## config.mk

```make
export PLATFORM = sky130hd
export DESIGN_NAME = serial_add_unit_flat
export DESIGN_NICKNAME = d
export VERILOG_FILES = /design/src/rtl/serial_add_unit_if.sv /design/src/rtl/serial_add_unit.sv /design/src/flat_wrapper.sv
export SDC_FILE = /design/constraint.sdc
export NUM_CORES = 1
export LEC_CHECK = 0
export ABC_AREA = 0
export BUFFER_PORTS_ARGS = -buffer_cell sky130_fd_sc_hd__clkbuf_2
export CAP_MARGIN = 20
export CORE_MARGIN = 2
export CORE_UTILIZATION = 52
export CTS_CLUSTER_SIZE = 10
export DETAILED_ROUTE_END_ITERATION = 7
export HOLD_SLACK_MARGIN = 0.15
export PLACE_DENSITY_LB_ADDON = 0.3
export SETUP_SLACK_MARGIN = 0.1
export SLEW_MARGIN = 20
export SYNTH_ARGS = -nofsm -noshare
export SYNTH_HDL_FRONTEND = slang
export SYNTH_SLANG_ARGS = --single-unit
```

## constraint.sdc

```tcl
create_clock -name clk -period 1.4 [get_ports clk]
set_input_delay 0.14 -clock clk [delete_from_list [all_inputs] [get_ports clk]]
set_output_delay 0.14 -clock clk [all_outputs]
set_load 0.02 [all_outputs]
```

## src/rtl/serial_add_unit_if.sv

```systemverilog
// Handshake and operand/result bundle for serial_add_unit.
// With SERIAL_ADD_SUB_EN defined, a sub request bit travels alongside the operands.
interface serial_add_unit_if #(
  parameter int WIDTH = 6
);
  // Handshake: start is a request that the unit samples only in IDLE or DONE,
  // and the operands are captured on that same edge. done is a one-cycle
  // pulse, and sum/overflow stay valid from done until the next result lands.
  logic             start;
  logic [WIDTH-1:0] a;
  logic [WIDTH-1:0] b;
`ifdef SERIAL_ADD_SUB_EN
  logic             sub;
`endif
  logic             busy;
  logic             done;
  logic [WIDTH-1:0] sum;
  logic             overflow;
  logic [1:0]       state;

`ifdef SERIAL_ADD_SUB_EN
  modport master (output start, a, b, sub, input busy, done, sum, overflow, state);
  modport slave  (input start, a, b, sub, output busy, done, sum, overflow, state);
`else
  modport master (output start, a, b, input busy, done, sum, overflow, state);
  modport slave  (input start, a, b, output busy, done, sum, overflow, state);
`endif
endinterface

```

## src/rtl/serial_add_unit.sv

```systemverilog
// Bit-serial signed adder: one full-adder cell, LSB first, WIDTH cycles per result.
// Optional SERIAL_ADD_SUB_EN adds a sub input so the unit can compute a-b.
module serial_add_unit #(
  parameter int WIDTH = 6
) (
  input  logic                clk,
  input  logic                rst_n,
  serial_add_unit_if.slave    bus
);
  localparam int CW = $clog2(WIDTH + 1);
  localparam logic [CW-1:0] LAST = CW'(WIDTH - 1);

  typedef enum logic [1:0] {IDLE = 2'd0, RUN = 2'd1, DONE = 2'd2} state_t;

  state_t           state_q, state_d;
  logic [WIDTH-1:0] a_q, a_d;
  logic [WIDTH-1:0] b_q, b_d;
  logic [WIDTH-1:0] res_q, res_d;
  logic [WIDTH-1:0] sum_q, sum_d;
  logic             ovf_q, ovf_d;
  logic             carry_q, carry_d;
  logic [CW-1:0]    cnt_q, cnt_d;

  logic [WIDTH-1:0] accept_b;
  logic             accept_cin;
  logic             fa_sum;
  logic             fa_cout;

  // Subtraction is a + ~b + 1: invert b on capture and seed the carry.
`ifdef SERIAL_ADD_SUB_EN
  assign accept_b   = bus.b ^ {WIDTH{bus.sub}};
  assign accept_cin = bus.sub;
`else
  assign accept_b   = bus.b;
  assign accept_cin = 1'b0;
`endif

  assign fa_sum  = a_q[0] ^ b_q[0] ^ carry_q;
  assign fa_cout = (a_q[0] & b_q[0]) | (a_q[0] & carry_q) | (b_q[0] & carry_q);

  always_comb begin
    state_d = state_q;
    a_d     = a_q;
    b_d     = b_q;
    res_d   = res_q;
    sum_d   = sum_q;
    ovf_d   = ovf_q;
    carry_d = carry_q;
    cnt_d   = cnt_q;
    case (state_q)
      IDLE, DONE: begin
        if (bus.start) begin
          a_d     = bus.a;
          b_d     = accept_b;
          carry_d = accept_cin;
          cnt_d   = '0;
          state_d = RUN;
        end else begin
          state_d = IDLE;
        end
      end
      RUN: begin
        a_d     = a_q >> 1;
        b_d     = b_q >> 1;
        res_d   = {fa_sum, res_q[WIDTH-1:1]};
        carry_d = fa_cout;
        cnt_d   = cnt_q + CW'(1);
        if (cnt_q == LAST) begin
          // Published outputs move only here so they stay stable through the next run.
          sum_d   = {fa_sum, res_q[WIDTH-1:1]};
          ovf_d   = carry_q ^ fa_cout;
          state_d = DONE;
        end
      end
      default: state_d = IDLE;
    endcase
  end

  always_ff @(posedge clk or negedge rst_n) begin
    if (!rst_n) begin
      state_q <= IDLE;
      a_q     <= '0;
      b_q     <= '0;
      res_q   <= '0;
      sum_q   <= '0;
      ovf_q   <= 1'b0;
      carry_q <= 1'b0;
      cnt_q   <= '0;
    end else begin
      state_q <= state_d;
      a_q     <= a_d;
      b_q     <= b_d;
      res_q   <= res_d;
      sum_q   <= sum_d;
      ovf_q   <= ovf_d;
      carry_q <= carry_d;
      cnt_q   <= cnt_d;
    end
  end

  assign bus.busy     = (state_q == RUN);
  assign bus.done     = (state_q == DONE);
  assign bus.sum      = sum_q;
  assign bus.overflow = ovf_q;
  assign bus.state    = state_q;
endmodule

```

## src/flat_wrapper.sv

```systemverilog
// flat-port wrapper written by rule: the top's interface ports become plain ports
module serial_add_unit_flat 
#(
  parameter int WIDTH = 6
)
  (clk, rst_n, bus_start, bus_a, bus_b, bus_busy, bus_done, bus_sum, bus_overflow, bus_state);
  serial_add_unit_if #(.WIDTH(WIDTH)) bus_i ();
  input  logic clk;
  input  logic rst_n;
  input wire logic [$bits(bus_i.start)-1:0] bus_start;
  input wire logic [$bits(bus_i.a)-1:0] bus_a;
  input wire logic [$bits(bus_i.b)-1:0] bus_b;
  output wire logic [$bits(bus_i.busy)-1:0] bus_busy;
  output wire logic [$bits(bus_i.done)-1:0] bus_done;
  output wire logic [$bits(bus_i.sum)-1:0] bus_sum;
  output wire logic [$bits(bus_i.overflow)-1:0] bus_overflow;
  output wire logic [$bits(bus_i.state)-1:0] bus_state;
  assign bus_i.start = bus_start;
  assign bus_i.a = bus_a;
  assign bus_i.b = bus_b;
  assign bus_busy = bus_i.busy;
  assign bus_done = bus_i.done;
  assign bus_sum = bus_i.sum;
  assign bus_overflow = bus_i.overflow;
  assign bus_state = bus_i.state;
  serial_add_unit #(.WIDTH(WIDTH)) u_core (.clk(clk), .rst_n(rst_n), .bus(bus_i));
endmodule
```

==> flow_summary.json <==
{
  "status": "finished with violations",
  "violations": "setup timing",
  "syn_inst": 126,
  "drt_first_pass_iters": 5,
  "antenna_found_initial": 0,
  "die_area_um2": 2860,
  "rsz0062_at_grt": "true",
  "io_pins": 26,
  "crit_slowest_cell": "dfrtp_1",
  "tightest_slew_ns": 0.249,
  "arrival_ns": 1.26,
  "cts_buffer_depth": 2,
  "slew_headroom_pct": 83.4,
  "start_util_pct": 56.5,
  "clock_skew_ns": 0.00707,
  "synth.distinct_cells": 20,
  "pre_cts_ws_ns": 0.0508,
  "clk-insertion-delay-late_ns": 0.33,
  "io_buffer_count": 25,
  "ant_nets": 0,
  "synth_area_leader_cell": "dfrtp_1",
  "grt_pass1_wl_mm": 4.60,
  "hold_viol": 0,
  "worstSetupPathType": "flop to output pin",
  "period_minus_slack_ns": 1.40,
  "core_um2": 2250,
  "drv_cap": 0,
  "start_kind": "flop",
  "ys.flop_type": "dfrtp_1",
  "cp_cell_sequence": "buf_6, nand2b_4, inv_4, buf_6, buf_8",
  "cts_tree": "built",
  "nFillCells": 146,
  "highest_layer": "met4",
  "first_global_vias": 1009,
  "drive_above_1_share_pct": 35.2,
  "p_per_area_nw_per_um2": 2310,
  "crit_fanout": 3,
  "dp_hpwl_mm": 1.70,
  "synth_top_cell_area_share_pct": 58.9,
  "yosysWarnings": 0,
  "vias": 1123,
  "die_y_um": 53.5,
  "syn_nets": 144,
  "final_core_util_pct": 80.5,
  "wl_per_cell_um": 15.1,
  "global_route.usage.total_pct": 23.9,
  "h-tree-depth": 2,
  "final_max_slew_viol_count": 0,
  "peakVddDrop_mv": 1.63,
  "fmax_mhz": 712,
  "post-route-period-util_pct": 100,
  "gp_congestion": 0.775,
  "wirelength_mm": 3.18,
  "gr-total-overflow": 0,
  "antenna_cells": 0,
  "drc": 0,
  "netlist_area_um2": 1270,
  "setup_slack_ns": -0.00500,
  "synth-seq-cells": 30,
  "wl_met2_mm": 1.64,
  "cts_inserted_buffers": 5,
  "nets": 199,
  "cts.root.buffer_cell": "clkbuf_4",
  "critical_path.max_stage_delay_ns": 0.41,
  "leakage_nw": 0.915,
  "finalSetupViolCount": 1,
  "dpl-instance-area_um2": 1490,
  "power.total_mw": 4.20,
  "clk_pin_slew_ns": 0.09,
  "timing.critical_path.mode_cell": "buf_6",
  "cts_sinks": 30,
  "die-width_um": 53.5,
  "async_flop_share_pct": 100,
  "hold_class": "primary input to flop",
  "m1WireLength_mm": 1.28,
  "dr_wl_met3_um": 186,
  "syn_to_final_growth_pct": 42.3,
  "synthTopCellsByCount": "nand2_1, dfrtp_1, nor2_1, a31oi_1, inv_1",
  "cp.required_ns": 1.26,
  "design_area_um2": 1810,
  "vias_per_cell": 5.35,
  "yosysMostFrequentCell": "nand2_1",
  "grt_max_degree": 31,
  "end_kind": "output pin",
  "fin_tns_setup_ns": -0.00500,
  "drt-initial-drc-count": 33,
  "synth.avg_cell_area_um2": 10.1,
  "num_rows": 17,
  "synth_edf_count": 0,
  "synth_area_leaders": "dfrtp_1, nand2_1, a31oi_1",
  "synth.yosys.seq_area_share_pct": 58.9
}
==> per-stage QoR <==
stage          hold slack [ns]  instances
5_1_grt                  0.242        210
6_report                 0.203        210
4_1_cts                  0.300        208
2_1_floorplan           -0.156        126
3_5_place_dp             0.105        183
3_3_place_gp             0.105        183
==> cells in the final DEF, fill, tap and decap left out, types with 2 or more instances in the layout <==
master         synthesis  routed
nand2_1               38      37
dfrtp_1               30      29
clkbuf_2               0      23
dlygate4sd3_1          0      13
nor2_1                12      11
buf_4                  1      11
a31oi_1               10      10
clkbuf_4               0       5
inv_1                  6       4
mux2_2                 5       4
buf_6                  0       4
o21ai_0                4       3
o2bb2ai_1              2       2
a22o_1                 2       2
==> critical path: cells and delay by family (launching register included) <==
kind,cells,cell delay [ns]
simple gates,1,0.14
flops,1,0.41
buf+inv,4,0.38
==> kinds of logic (layout without fill, tap and decap cells) <==
family                   Yosys count  after routing  synth area share (%)
AND/OR/NAND/NOR                   57             57                  18.8
flip-flops                        30             30                  58.9
AO/OA/AOI/OAI                     18             18                  9.23
buffers and inverters             11             67                  3.73
multiplexers                       5              5                  4.42
adder cells (fa/ha/maj)            3              3                  3.53
XOR/XNOR                           2              2                  1.37
==> cell type report <==
cell class	count	area (µm²)	share of cell area (%)
Timing Repair Buffer	53	408	22.5
Multi-Input combinational cell	85	534	29.4
Tap cell	28	35.0	1.93
Clock inverter	1	5.00	0.276
Clock buffer	7	55.1	3.03
Sequential cell	30	752	41.4
Inverter	6	25.0	1.38
==> per-layer routing <==
layer  track usage, %  up-vias
li1                 -      523
met1             29.8      541
met2             37.7       53
met3             8.47        6
met4             10.3        0
met5                0        -
==> state kept, by name, indices dropped and copies added (netlist names) <==
register,flops
u_core.bus.sum,6
u_core.res_q,5
u_core.bus.state,2
u_core.a_q,6
u_core.cnt_q,3
u_core.carry_q,1
u_core.bus.overflow,1
u_core.b_q,6
==> power breakdown <==
part / internal [mW] / switching, mW / total [mW]
clock network: 0.243 / 0.307 / 0.550
registers: 1.28 / 0.305 / 1.59
logic: 0.948 / 1.11 / 2.06
==> final timing paths <==
check | start | end | slack [ns] | cells past startpoint
setup / recovery | u_core.bus.state[1] | bus_busy | -0.005 | 5
hold / removal | bus_start | u_core.bus.state[0] | 0.20 | 3
setup reg to reg | u_core.bus.state[0] | u_core.a_q[1] | -0.005 | 4
hold reg to reg | u_core.bus.sum[5] | u_core.bus.sum[5] | 0.49 | 2
max in group asynchronous | rst_n | u_core.bus.state[0] | 0.93 | 3
min in group asynchronous | rst_n | u_core.bus.sum[3] | 0.29 | 3
==> what timing repair did <==
action,in CTS,in global routing
pin swaps,0,2
hold buffers,13,0
setup endpoints to repair,7,27
resized for setup,5,19
hold endpoints to repair,42,0
buffers inserted,4,2
Power figures use the tool's default switching activity.
